--- src/rtl/alu_operand_stage.sv ---
// Operand-fetch stage feeding the ripple ALU: 2R/1W register file with write-back
// bypass, per-register busy scoreboard and a single-entry valid/ready output register.
module alu_operand_stage #(
  parameter int unsigned DW = 32,
  parameter int unsigned AW = 5,
  parameter int unsigned CW = 4,
  parameter int unsigned IW = 16
) (
  input  logic          clk,
  input  logic          rst_n,
  input  logic          in_valid,
  output logic          in_ready,
  input  logic [AW-1:0] rs_addr,
  input  logic [AW-1:0] rt_addr,
  input  logic [AW-1:0] rd_addr,
  input  logic          rd_en,
  input  logic          use_imm,
  input  logic [IW-1:0] imm,
  input  logic [CW-1:0] alu_ctrl_in,
  input  logic          wb_en,
  input  logic [AW-1:0] wb_addr,
  input  logic [DW-1:0] wb_data,
  output logic          out_valid,
  input  logic          out_ready,
  output logic [DW-1:0] src1,
  output logic [DW-1:0] src2,
  output logic [CW-1:0] ALU_control
);

  localparam int unsigned DEPTH = 1 << AW;

  logic [DW-1:0]    regs [DEPTH];
  logic [DEPTH-1:0] busy;

  logic [DW-1:0] rs_data;
  logic [DW-1:0] rt_data;
  logic [DW-1:0] imm_ext;
  logic          wb_hit_rs;
  logic          wb_hit_rt;
  logic          haz_rs;
  logic          haz_rt;
  logic          accept;

  assign wb_hit_rs = wb_en && (wb_addr == rs_addr);
  assign wb_hit_rt = wb_en && (wb_addr == rt_addr);
  assign imm_ext   = {{(DW-IW){imm[IW-1]}}, imm};

  // Register 0 is hardwired to zero, so it neither bypasses nor hazards.
  always_comb begin
    rs_data = '0;
    rt_data = '0;
    if (rs_addr != '0) rs_data = wb_hit_rs ? wb_data : regs[rs_addr];
    if (rt_addr != '0) rt_data = wb_hit_rt ? wb_data : regs[rt_addr];
  end

  assign haz_rs   = (rs_addr != '0) && busy[rs_addr] && !wb_hit_rs;
  assign haz_rt   = (rt_addr != '0) && busy[rt_addr] && !use_imm && !wb_hit_rt;
  assign in_ready = (!out_valid || out_ready) && !haz_rs && !haz_rt;
  assign accept   = in_valid && in_ready;

  always_ff @(posedge clk) begin
    if (!rst_n) begin
      for (int unsigned i = 0; i < DEPTH; i++) regs[i] <= '0;
      busy        <= '0;
      out_valid   <= 1'b0;
      src1        <= '0;
      src2        <= '0;
      ALU_control <= '0;
    end else begin
      if (wb_en && (wb_addr != '0)) begin
        regs[wb_addr] <= wb_data;
        busy[wb_addr] <= 1'b0;
      end
      // Issued after the write-back clear so a new owner of rd keeps it busy.
      if (accept) begin
        out_valid   <= 1'b1;
        src1        <= rs_data;
        src2        <= use_imm ? imm_ext : rt_data;
        ALU_control <= alu_ctrl_in;
        if (rd_en && (rd_addr != '0)) busy[rd_addr] <= 1'b1;
      end else if (out_ready) begin
        out_valid <= 1'b0;
      end
    end
  end

endmodule

--- config.mk ---
export PLATFORM = sky130hd
export DESIGN_NAME = alu_operand_stage
export DESIGN_NICKNAME = d
export VERILOG_FILES = /design/src/rtl/alu_operand_stage.sv
export SDC_FILE = /design/constraint.sdc
export NUM_CORES = 2
export LEC_CHECK = 0
export ABC_AREA = 0
export ABC_CLOCK_PERIOD_IN_PS = 4800
export CORE_ASPECT_RATIO = 1.5
export CORE_MARGIN = 2
export CORE_UTILIZATION = 25
export CTS_BUF_LIST = sky130_fd_sc_hd__clkbuf_4
export CTS_CLUSTER_SIZE = 8
export DETAILED_ROUTE_END_ITERATION = 16
export RECOVER_POWER = 100
export SLEW_MARGIN = 5
export SYNTH_ARGS = -nofsm -noshare
export SYNTH_HDL_FRONTEND = slang
export SYNTH_SLANG_ARGS = --single-unit
--- constraint.sdc ---
create_clock -name clk -period 4.8 [get_ports clk]
set_clock_uncertainty 0.1 [all_clocks]
set_input_delay 0.96 -clock clk [delete_from_list [all_inputs] [get_ports clk]]
set_output_delay 0.96 -clock clk [all_outputs]
set_load 0.05 [all_outputs]
Word-level counts from Yosys, hierarchy flattened. Memories as Yosys holds them, arrays and structs flattened. Index checks and enable logic that the tools add are counted.

Register bits after elaboration: 101. Bits in latches: 0. Memory bits (writable): 1024. Bits in read-only memories: 0. Bits of input ports: 79. Output and inout bits: 70. Word-level logic and storage cells: 70. Memories kept: 1.

Add/sub/neg operators: 0. $mul: 0. Divide/modulo/power cells: 0. Magnitude comparators: 6. Eq/ne operators: 2. Shift operators: 0. Muxes and demuxes: 26. Bitwise gates (word level): 3. Reduce and logical (&&, ||, !) cells: 27.

Memory list: regs (words 32, bits a word 32, read ports 2, clocked after memory_dff 0, write ports 32, RTL line 32) `logic [DW-1:0] regs [DEPTH];`.

Operators with widths (count): 32-bit two-way mux (10); 32-bit AND (1); 32-bit inverter (1); 32-bit OR (1); 32-bit OR reduction (1); 5-bit by 6-bit less-than comparator with 1-bit output, second input constant (4); 5-bit nonzero test (4); 1-bit logical AND (14); 1-bit two-way mux (11); 1-bit binary-select mux with 5-bit select (2); 1-bit demux with 5-bit select (2); 5-bit == test (2); 5-bit by 1-bit greater-or-equal comparator with 1-bit output, second input constant (2); 1-bit logical NOT (6); 5-bit two-way mux (1); 2-bit nonzero test (1); 1-bit logical OR (1).

Logic depth before layout (Yosys ltp).
Depth in word-level cells: 11. Depth in mapped cells: 11.

Worst setup path after synthesis. OpenSTA, ideal clock, no wires.

Path type: input -> register. Start: in wb_en. End: reg busy[28]. Library setup time: 264 ps. Data arrival time: 4211 ps. Required time: 4436 ps. Path slack: 225 ps. Stages on the path: 4. Path buffers: 1. Path through: clkbuf_1 > or3b_1 > o21ai_0 > o32ai_1.

Longest elaborated chain between the ends: 8. Elaborated cells on any way between the ends: 17. Classes of those cells: mux: 4; bitwise: 1; reduce/logical: 12.

Ends and longest elaborated chain: start, declared (RTL line 20) `input logic wb_en,`; branches (longest 7 deep; another with 32-bit two-way mux); 32-bit two-way mux * (RTL line 75) `if (accept) begin`; end signal, assigned (RTL line 64) `busy <= '0;`; end signal, assigned by index (RTL line 72) `busy[wb_addr] <= 1'b0;`; end signal, assigned by index (RTL line 80) `if (rd_en && (rd_addr != '0)) busy[rd_addr] <= 1'b1;`; end, declared (RTL line 33) `logic [DEPTH-1:0] busy;`.

Mark *: on every way between the ends. The select of a mux whose other input is x is not followed. A chain may end at the register's enable or synchronous reset.

==> out/results.tsv <==
stage	metric	value	unit
min_path	min_path_type	input port to flop	
status	violations	capacitance limit, slew limit	
detailed_routing	drt_iter0_markers	5222	
detailed_routing	routed-via-count	40872	
synth	yosysSeqAreaShare	55.4	%
floorplan	pin_count	149	
floorplan	dieArea	241000	sq um
synth	synth_top_area_cell	edfxtp_1	
worst_setup_path	start_kind	input port	
place	dp_hpwl	135000	um
synth	synth_edf_count	1024	
global_route	grt_usage	18.5	%
place	gp_congestion	0.935	
synth	yosys_register_bits	1125	
cells_and_area	multiInputGateArea	24700	sq um
sta	fin_crit_sh	99.4	%
sta	setup_viol	0	
global_route	use_met1	21.2	%
synth	synthMostInstantiatedCell	edfxtp_1	
cells_and_area	syn_to_final_growth	15.1	%
worst_setup_path	worst_setup_path_end_kind	flop	
detailed_routing	avgViaCountPerCell	5.33	
cells_and_area	nNetsFinal	4460	
pwr	power_leakage	22.8	nW
global_route	antenna_found_initial	26	
pwr	pwr-share-comb	14.3	%
place	portBuffers	148	
sta	rsz0062_at_grt	no	
sta	fmax	0.210	GHz
cts	clock_latency	1.29	ns
global_route	grt_use_met3	4.57	%
cts	cts_tree	yes	
global_route	gr-usage-met2	30.1	%
detailed_routing	ant_nets	0	
cts	clock_path_buffers	4	
sta	fin_setup_tns	0	ns
synth	synth_cell_types	60	
pwr	p_per_area	340	nW/um^2
sta	drv_slew	1664	
min_path	hp-start	alu_ctrl_in[1]	
worst_setup_path	worstSetupPathType	input port to flop	
sta	worst_pin_slew	3.72	ns
cells_and_area	drive_above_1_share	24.9	%
status	outcome	complete, but fails checks	
cts	cts_sinks	1125	
pwr	swShare	27.7	%
cells_and_area	num-fill-cells	23825	
synth	ys_top_cells_by_area	edfxtp_1, mux4_2, and2_1	
synth	synth_cells	4137	
pwr	power_frac_clock	35.8	%
pwr	pwr-share-seq	49.9	%
detailed_routing	routedWlPerCell	29.7	um
sta	fin_crit	4.77	ns
pwr	peakVddDrop	0.297	mV
synth	yosys-top-cells-count	edfxtp_1, and2_1, mux4_2, clkbuf_1, mux2i_1	
cts	h-tree-depth	5	
worst_setup_path	required	5.47	ns
synth	async_flop_share	0	%
sta	hold_viol_final	0	
pwr	intPower	0.0167	W
synth	synth_top_area_share	52.0	%
cts	clk_pin_slew	0.06	ns
synth	synth_warnings	0	
cts	ctsResizeCount	0	
worst_setup_path	crit_fanout	32	
synth	syn-cell-area	59100	sq um
cts	cts_made_buffers	304	
worst_setup_path	worstReg2RegStart	busy[27]	
detailed_routing	drc	0	
worst_setup_path	critPathArrivalTime	5.44	ns
sta	slew_headroom	-148	%
synth	syn_avg_cell_area	14.3	sq um
floorplan	core	235000	sq um
detailed_routing	drt_pass1_iterations	6	
floorplan	die_x	401	um
worst_setup_path	startpoint	wb_addr[2]	
cells_and_area	utilization	28.9	%
floorplan	die_y	600	um
pwr	switchingPower	0.00640	W
floorplan	row_count	218	
global_route	top_usage_layer	met2	
cts	cts_root_buf	clkbuf_4	
synth	synth_flop_cell	edfxtp_1	
cells_and_area	register_area	32800	sq um
floorplan	start_util	25.1	%
global_route	overflow	0	
sta	holdWs	0.143	ns
global_route	grt_pass1_vias	41853	
run	cap_violations	53	
detailed_routing	postRouteWirelength	228000	um
global_route	grt_pass1_wl	315000	um
global_route	grt_max_degree	97	
logic make-up (layout without fill, tap and decap cells):
group | Yosys count | count (layout) | synth area share [%]
flip-flops | 1125 | 1125 | 55.4
buffers and inverters | 478 | 880 | 3.27
XOR/XNOR | 10 | 10 | 0.148
multiplexers | 698 | 698 | 21.9
AO/OA/AOI/OAI | 468 | 468 | 5.86
other | 1 | 50 | 0.00634
AND/OR/NAND/NOR | 1357 | 1357 | 13.4
worst max-delay path, stage by stage:
cell and delay (ns):
dlygate4sd3_1 0.72, or3_1 0.60, o21ai_0 0.49, clkbuf_1 2.60
power groups by stage:
stage               sequential [W]  clock [W]  combinational, W
global placement            0.0117          0           0.00334
global route                0.0116    0.00886           0.00338
CTS                         0.0115    0.00841           0.00336
floorplan                   0.0118          0           0.00175
finish                      0.0115    0.00827           0.00331
detailed placement          0.0117          0           0.00335
registers in the layout, indices dropped and copies added (netlist names):
| name | count |
|---|---|
| src2 | 32 |
| ALU_control | 4 |
| busy | 32 |
| out_valid | 1 |
| src1 | 32 |
| regs | 1024 |
layer usage:
layer | vias to the layer above | routed length [um]
met2 | 2780 | 107000
met3 | 729 | 24300
li1 | 16514 | -
met1 | 20841 | 77400
met4 | 8 | 19600
met5 | - | 50
worst paths after layout:
check | endpoint | slack (ns) | cells after the start
max | regs[1][29] | 0.03 | 4
min | ALU_control[1] | 0.14 | 3
max reg2reg | busy[24] | 0.76 | 7
min reg2reg | src1[0] | 0.36 | 2
through the flow:
stage | instance area, sq um | power [W] | setup WS (ns) | std cells
after global placement | 65400 | 0.0150 | 0.436 | 7154
after floorplan | 59200 | 0.0136 | 0.225 | 4168
after CTS | 69000 | 0.0233 | 0.300 | 7650
after global routing | 68000 | 0.0238 | 0.196 | 7656
after detailed placement | 65400 | 0.0151 | 0.540 | 7154
final | 68000 | 0.0231 | 0.0285 | 7668
layout make-up:
type,instances,area share (%)
inverters,34,0.188
well taps,3080,5.66
multi-input cells,2565,36.3
clock buffers,442,4.88
repair buffers,351,4.38
diodes,18,0.0662
clock inverters,53,0.348
flip-flops and latches,1125,48.2
cell usage in the layout (no fill, tap or decap), types with 9 or more instances in the layout:
| cell | n |
|---|---|
| o2111ai_1 | 17 |
| diode_2 | 18 |
| buf_4 | 105 |
| clkbuf_4 | 442 |
| nand3b_1 | 11 |
| a31oi_1 | 18 |
| a22o_1 | 22 |
| a21o_1 | 15 |
| o21ai_0 | 30 |
| clkinv_2 | 9 |
| and2_0 | 537 |
| inv_1 | 34 |
| mux2i_1 | 214 |
| mux4_2 | 475 |
| conb_1 | 32 |
| buf_12 | 20 |
| dfxtp_1 | 101 |
| o22a_1 | 24 |
| clkbuf_2 | 29 |
| a21oi_1 | 74 |
| nor2_2 | 9 |
| dlygate4sd3_1 | 72 |
| o211ai_1 | 9 |
| and2_1 | 463 |
| a22oi_1 | 111 |
| nand4_1 | 29 |
| a32o_1 | 33 |
| nand2_1 | 169 |
| clkbuf_1 | 50 |
| clkinv_1 | 38 |
| nor2_4 | 12 |
| clkdlybuf4s50_1 | 62 |
| nor2_1 | 18 |
| edfxtp_1 | 1024 |
| nand3_1 | 65 |
| o22ai_1 | 39 |
| o32ai_1 | 31 |
repair_timing:
action	CTS	global route
endpoints found under the hold margin	22	0
buffers inserted	0	0
hold buffers	1	0
Note: power is estimated with default switching activity, not from simulation.
